`config.mk`:
```
export PLATFORM = sky130hd
export DESIGN_NAME = player_damage_controller
export DESIGN_NICKNAME = d
export VERILOG_FILES = /design/src/rtl/player_damage_controller.sv
export SDC_FILE = /design/constraint.sdc
export NUM_CORES = 1
export LEC_CHECK = 0
export BUFFER_PORTS_ARGS = -buffer_cell sky130_fd_sc_hd__clkbuf_2
export CORE_MARGIN = 2
export CORE_UTILIZATION = 45
export DETAILED_ROUTE_END_ITERATION = 16
export PLACE_DENSITY = 0.71
export SLEW_MARGIN = 20
export SYNTH_ARGS = -nofsm -noshare
export SYNTH_HDL_FRONTEND = slang
export SYNTH_SLANG_ARGS = --single-unit
```
`constraint.sdc`:
```
create_clock -name clk -period 4.35 [get_ports clk]
set_input_delay 0.6525 -clock clk [delete_from_list [all_inputs] [get_ports clk]]
set_output_delay 0.6525 -clock clk [all_outputs]
set_load 0.02 [all_outputs]
```
`src/rtl/player_damage_controller.sv`:
```
// Health-bar damage controller: turns collider contact into bar damage, then opens an
// invincibility window of IFRAME_TICKS centi-second ticks. Damage saturates and death latches.
module player_damage_controller #(
    parameter int unsigned IFRAME_TICKS = 20,
    parameter int unsigned W            = 10
) (
    input  logic         clk,
    input  logic         clk_reset,
    input  logic         tick_centi,
    input  logic         is_trigger_player,
    input  logic         reset_healt_status,
    input  logic [W-1:0] healt_bar_w,
    input  logic [6:0]   healt_bar_sensitivity,
    output logic [W-1:0] healt_bar_w_minus,
    output logic         hit_pulse,
    output logic         invincible,
    output logic         player_dead
);

    typedef enum logic [1:0] {
        S_IDLE,
        S_HIT,
        S_COOLDOWN,
        S_DEAD
    } state_t;

    state_t       r_state;
    logic [7:0]   r_iframe_cnt;
    logic [W-1:0] r_minus;
    logic         r_hit_pulse;
    logic         r_invincible;
    logic         r_dead;

    logic [W:0]   w_sum;
    logic         w_saturate;

    // One extra bit so the add cannot wrap before the saturation compare.
    assign w_sum      = {1'b0, r_minus} + {{(W-6){1'b0}}, healt_bar_sensitivity};
    assign w_saturate = (w_sum >= {1'b0, healt_bar_w});

    always_ff @(posedge clk or negedge clk_reset) begin
        if (!clk_reset) begin
            r_state      <= S_IDLE;
            r_iframe_cnt <= '0;
            r_minus      <= '0;
            r_hit_pulse  <= 1'b0;
            r_invincible <= 1'b0;
            r_dead       <= 1'b0;
        end else if (reset_healt_status) begin
            r_state      <= S_IDLE;
            r_iframe_cnt <= '0;
            r_minus      <= '0;
            r_hit_pulse  <= 1'b0;
            r_invincible <= 1'b0;
            r_dead       <= 1'b0;
        end else begin
            r_hit_pulse <= 1'b0;
            case (r_state)
                S_IDLE: begin
                    if (is_trigger_player) begin
                        r_hit_pulse <= 1'b1;
                        if (w_saturate) begin
                            r_minus <= healt_bar_w;
                            r_dead  <= 1'b1;
                            r_state <= S_DEAD;
                        end else begin
                            r_minus      <= w_sum[W-1:0];
                            r_invincible <= 1'b1;
                            r_state      <= S_HIT;
                        end
                    end
                end
                S_HIT: begin
                    r_iframe_cnt <= 8'(IFRAME_TICKS);
                    r_state      <= S_COOLDOWN;
                end
                S_COOLDOWN: begin
                    if (tick_centi) begin
                        if (r_iframe_cnt == 8'd1) begin
                            r_iframe_cnt <= '0;
                            r_invincible <= 1'b0;
                            r_state      <= S_IDLE;
                        end else begin
                            r_iframe_cnt <= r_iframe_cnt - 8'd1;
                        end
                    end
                end
                S_DEAD: begin
                end
                default: begin
                    r_state <= S_IDLE;
                end
            endcase
        end
    end

    assign healt_bar_w_minus = r_minus;
    assign hit_pulse         = r_hit_pulse;
    assign invincible        = r_invincible;
    assign player_dead       = r_dead;

endmodule

```
# After elaboration in Yosys (flattened, before gate mapping)
# Index checks and enable logic that the tools add are counted.
[totals]
input_bits = 22
word_cells = 55
reg_bits = 23
[op_classes]
eq_ne = 7
n_mux = 27
n_addsub = 2
order_cmp = 1
reduce_logical = 12
[ops]
columns = ["cell", "n"]
rows = [
  ["two-way mux 10 bit", 4],
  ["two-way mux 8 bit", 3],
  ["case mux 8 bit (2 select lines)", 1],
  ["two-way mux 1 bit", 12],
  ["inequality test 3 bit, second input constant", 4],
  ["adder 10 x 7 -> 11 bit", 1],
  ["greater-or-equal comparator 11 x 10 -> 1 bit", 1],
  ["two-way mux 2 bit", 5],
  ["equality test 8 x 1 -> 1 bit, second input constant", 1],
  ["subtractor 8 x 1 -> 8 bit, second input constant", 1],
  ["case mux 2 bit (3 select lines)", 1],
  ["nonzero test 2 bit", 3],
  ["nonzero test 3 bit", 2],
  ["AND reduction 5 bit", 1],
  ["AND reduction 2 bit", 2],
  ["AND reduction 4 bit", 1],
  ["nonzero test 4 bit", 1],
  ["AND reduction 3 bit", 1],
  ["equality test 2 x 1 -> 1 bit, second input constant", 1],
  ["equality test 2 bit, second input constant", 1],
  ["zero test 2 bit", 1],
  ["case mux 1 bit (2 select lines)", 1],
]

# Longest topological paths before layout
[logic_depth]
depth_word = 6
ltp_mapped = 15
mapped_depth_nobuf = 14

# Worst setup path before layout
# OpenSTA, ideal clock, no wires.
[synth_timing]
path_type = "input-to-reg"
start = "in healt_bar_sensitivity[0]"
end = "reg r_minus[3] (netlist: healt_bar_w_minus[3])"
n_path_buf = 1
slack_ns = 0.990
t_arrival_ns = 3.260
t_required_ns = 4.251
stages = 15
setup_time_ns = 0.099
cell_sequence = "ha_1 > inv_1 > fa_1 > nor2b_1 > o31a_2 > o31a_1 > nor3_1 > ha_1 > nand2_1 > o21ai_0 > a21oi_1 > o21ai_0 > clkbuf_1 > nor4_1 > a311oi_1"
[synth_between]
elab_chain_len = 6
[synth_rtl]
columns = ["item", "line", "text"]
rows = [
  ["start, declared", "13", "input logic [6:0] healt_bar_sensitivity,"],
  ["adder 10 x 7 -> 11 bit (*)", "38", "assign w_sum = {1'b0, r_minus} + {{(W-6){1'b0}}, healt_bar_sensitivity};"],
  ["greater-or-equal comparator 11 x 10 -> 1 bit", "39", "assign w_saturate = (w_sum >= {1'b0, healt_bar_w});"],
  ["two-way mux 10 bit (*)", "62", "if (w_saturate) begin"],
  ["two-way mux 10 bit (*)", "60", "if (is_trigger_player) begin"],
  ["two-way mux 10 bit (*)", "58", "case (r_state)"],
  ["two-way mux 10 bit (*)", "49", "end else if (reset_healt_status) begin"],
  ["end signal, assigned", "63", "r_minus <= healt_bar_w;"],
  ["end signal, assigned", "67", "r_minus <= w_sum[W-1:0];"],
  ["end, declared", "29", "logic [W-1:0] r_minus;"],
]
# Mark *: on every way between the ends. The rest lies on a longest branch, timed or not. The select of a mux whose other input is x is not followed.
# A chain may end at the register's enable or synchronous reset.

# Worst setup path after layout
[layout_timing]
start = "in healt_bar_sensitivity[0]"
end = "reg r_minus[2] (netlist: healt_bar_w_minus[2])"
# Same word-level chain as after synthesis.

==> flow_metrics.py <==
metrics = {
    "layout": {
        "layout_common_cells": "sky130_fd_sc_hd__clkbuf_2 (34), sky130_fd_sc_hd__inv_1 (23), sky130_fd_sc_hd__dfrtp_1 (23), sky130_fd_sc_hd__ha_1 (22), sky130_fd_sc_hd__nand2_1 (19)",
        "final-seq-area_sq_um": 576,
        "share_of_cells_above_drive_strength_1_pct": 16.3,
        "layout.core_utilization_pct": 53.9,
        "multi_input_logic_area_sq_um": 1230,
        "layout_commonest_cell": "sky130_fd_sc_hd__clkbuf_2",
        "antenna_cells": 0,
        "finalNetCount": 310,
        "layout.filler_cells": 368,
        "layout_area_overhead_pct": 13.1,
    },
    "sta": {
        "timing.final.crit_share_pct": 78.8,
        "finalHoldViolations": 0,
        "skew_ns": 0.00748,
        "rsz0062_at_grt": "no",
        "min_period_ns": 3.43,
        "finalSetupTns_ns": 0,
        "final_max_slew_viol_count": 0,
        "setup_violations": 0,
        "max_clock_freq_mhz": 292,
        "worst_slack_ns": 0.920,
        "relSlewSlack_pct": 38.5,
        "worst_pin_slew_ns": 0.917,
    },
    "clock_network": {
        "cts_buffer_depth": 2,
        "number_of_buffers_inserted_by_post_cts_setup_repair": 0,
        "root_buffer": "sky130_fd_sc_hd__clkbuf_8",
        "cts-resized-gates": 0,
        "cts_num_sinks": 23,
        "tritoncts.num_buffers": 3,
        "cts.clk_slew.worst_paths_ns": 0.09,
        "ctsHtreeMaxLevel": 1,
        "hold_buffers": 0,
        "cts_tree": "built",
        "clk-insertion-delay-late_ns": 0.27,
    },
    "die": {
        "design.portCount": 35,
        "core_area_sq_um": 4060,
        "num_rows": 23,
        "area_of_the_die_sq_um": 4840,
        "die_y_um": 69.6,
        "effective_utilization_at_floorplan_pct": 47.7,
        "die_x_um": 69.6,
    },
    "worst_hold_path": {
        "hold_path.class": "input pin to asynchronous set/reset pin",
    },
    "grt": {
        "overflow": 0,
        "first_global_vias": 1671,
        "grt_first_pass_wirelength_mm": 7.94,
        "grt_max_degree": 24,
        "initial_antenna_violation_count": 0,
        "track_usage_pct": 20.0,
    },
    "yosys": {
        "synth.net_count": 279,
        "post_synth_instance_area_sq_um": 1940,
        "yosys.cell_types.count": 46,
        "syn-mean-instance-area_sq_um": 8.27,
        "post_synth_inst_count": 234,
        "ys.warnings.count": 0,
        "ys_seq_area_share_pct": 29.7,
        "synth.ff_latch_count": 23,
    },
    "placed_design": {
        "detailedPlace.worstSlack_ns": 0.655,
        "gpl_congestion": 0.894,
        "dp_hpwl_mm": 3.40,
        "buffer_ports.inserted": 34,
    },
    "pwr": {
        "maximum_vdd_drop_mv": 0.276,
        "leakage_nw": 1.07,
        "power_density_nw_per_um2": 559,
    },
    "critical_path": {
        "critPathLaunchType": "input pin",
        "arrival_time_of_the_worst_setup_path_ns": 3.60,
        "data_required_time_at_the_worst_endpoint_ns": 4.52,
        "timing.setup.critical_path_class": "input pin to flop",
        "cp-end-kind": "flop",
        "crit_path_max_fanout": 6,
    },
    "detailed_routing": {
        "met3_wirelength_um": 195,
        "postRouteAntennaNets": 0,
        "initialDrtViolationCount": 98,
        "route.detailed.vias_per_inst": 5.80,
        "top_layer_used": "met4",
        "first_pass_iters": 4,
        "via_count": 1822,
        "met1Wirelength_mm": 2.26,
        "wl_per_cell_um": 14.6,
        "remaining_drc_errors": 0,
        "totalWireLength_mm": 4.58,
        "met2_wirelength_mm": 2.06,
    },
    "job": {
        "max_cap_viol_count": 0,
    },
    "status": {
        "outcome": "complete, no violations",
    },
}
-- final cells by class --
| type | count | share of cell area [%] |
|---|---|---|
| clock buffers | 4 | 2.06 |
| repair buffers | 36 | 8.46 |
| flip-flops and latches | 23 | 26.3 |
| inverters | 23 | 3.95 |
| multi-input cells | 178 | 56.4 |
| well taps | 50 | 2.86 |
-- synth_stat cells, drive strengths merged --
master  instances  area [sq um]
and2            2          12.5
a221oi          2          17.5
o21ai          16          83.8
a21o            4          30.0
dfrtp          23           576
o21bai          5          37.5
a41oi           1          8.76
nor3b           1          7.51
nor2           14          52.6
o31ai           1          7.51
a21oi          16          80.1
xor2            1          8.76
a221o           1          10.0
nand3           6          30.0
o311ai          1          8.76
a211o           1          8.76
nor2b           5          31.3
nand3b          1          7.51
ha             22           275
nor4            7          43.8
or3             4          25.0
o211ai          6          45.0
or4             1          7.51
a311oi          6          52.6
clkbuf          7          26.3
nor3           11          60.1
and3            1          6.26
nand4           2          12.5
o41ai           2          17.5
inv            23          86.3
nand2          19          71.3
a31oi           4          25.0
mux2i           1          10.0
o221a           1          11.3
and4            1          8.76
buf             3          13.8
a2111o          1          11.3
xnor2           4          35.0
o31a            2          18.8
o41a            1          11.3
o21a            3          22.5
fa              1          20.0
-- kinds of logic after synthesis --
kind of cell    count (synthesis)  synth area share, %
compound gates                 74                 26.2
xor+xnor                        5                 2.26
fa+ha+maj                      23                 15.3
buf+inv                        33                 6.53
flops                          23                 29.7
mux                             1                0.517
simple gates                   75                 19.5
-- registers in the layout (all words and copies together) (netlist names) --
signal             flops
hit_pulse              1
healt_bar_w_minus     10
invincible             1
r_iframe_cnt           8
player_dead            1
r_state                2
-- worst paths after layout --
check                                         start                   end  slack, ns  cells past startpoint
max in group asynchronous                 clk_reset  healt_bar_w_minus[7]       3.59                      1
min in group clk                    r_iframe_cnt[1]       r_iframe_cnt[1]       0.52                      2
max reg2reg                    healt_bar_w_minus[0]  healt_bar_w_minus[2]       0.98                     14
max                        healt_bar_sensitivity[0]  healt_bar_w_minus[2]       0.92                     15
min                                       clk_reset  healt_bar_w_minus[3]       0.37                      1
min reg2reg                         r_iframe_cnt[1]       r_iframe_cnt[1]       0.52                      2
-- through the flow --
step	hold WS [ns]	cell area (sq um)	power, mW	std cells
2_1_floorplan	0.357	1940	0.887	234
5_1_grt	0.419	2190	1.35	314
3_3_place_gp	0.482	2140	1.07	310
6_report	0.367	2190	1.22	314
4_1_cts	0.395	2190	1.23	314
3_5_place_dp	0.495	2140	1.09	310
-- power breakdown --
group | leakage, nW | internal, mW | switching, mW
sequential | 0.307 | 0.272 | 0.0673
combinational | 0.743 | 0.301 | 0.443
clock | 0.0228 | 0.0656 | 0.0734
total | 1.07 | 0.639 | 0.584
-- critical path: stages --
cell and delay [ns]:
sky130_fd_sc_hd__clkbuf_2 0.08, sky130_fd_sc_hd__ha_1 0.20, sky130_fd_sc_hd__inv_1 0.07, sky130_fd_sc_hd__fa_1 0.22
sky130_fd_sc_hd__nor2b_1 0.07, sky130_fd_sc_hd__o31a_2 0.32, sky130_fd_sc_hd__o31a_1 0.24, sky130_fd_sc_hd__nor3_1 0.26
sky130_fd_sc_hd__ha_1 0.31, sky130_fd_sc_hd__a21oi_1 0.13, sky130_fd_sc_hd__o21ai_0 0.09, sky130_fd_sc_hd__a21oi_1 0.15
sky130_fd_sc_hd__o21a_1 0.26, sky130_fd_sc_hd__nand2_1 0.21, sky130_fd_sc_hd__a311oi_1 0.32
-- routing by layer --
| metal | vias up | track usage [%] |
|---|---|---|
| li1 | 924 | - |
| met1 | 856 | 28.4 |
| met2 | 36 | 31.1 |
| met3 | 6 | 3.78 |
| met4 | 0 | 5.45 |
| met5 | - | 0 |
(Power assumes the default switching activity.)
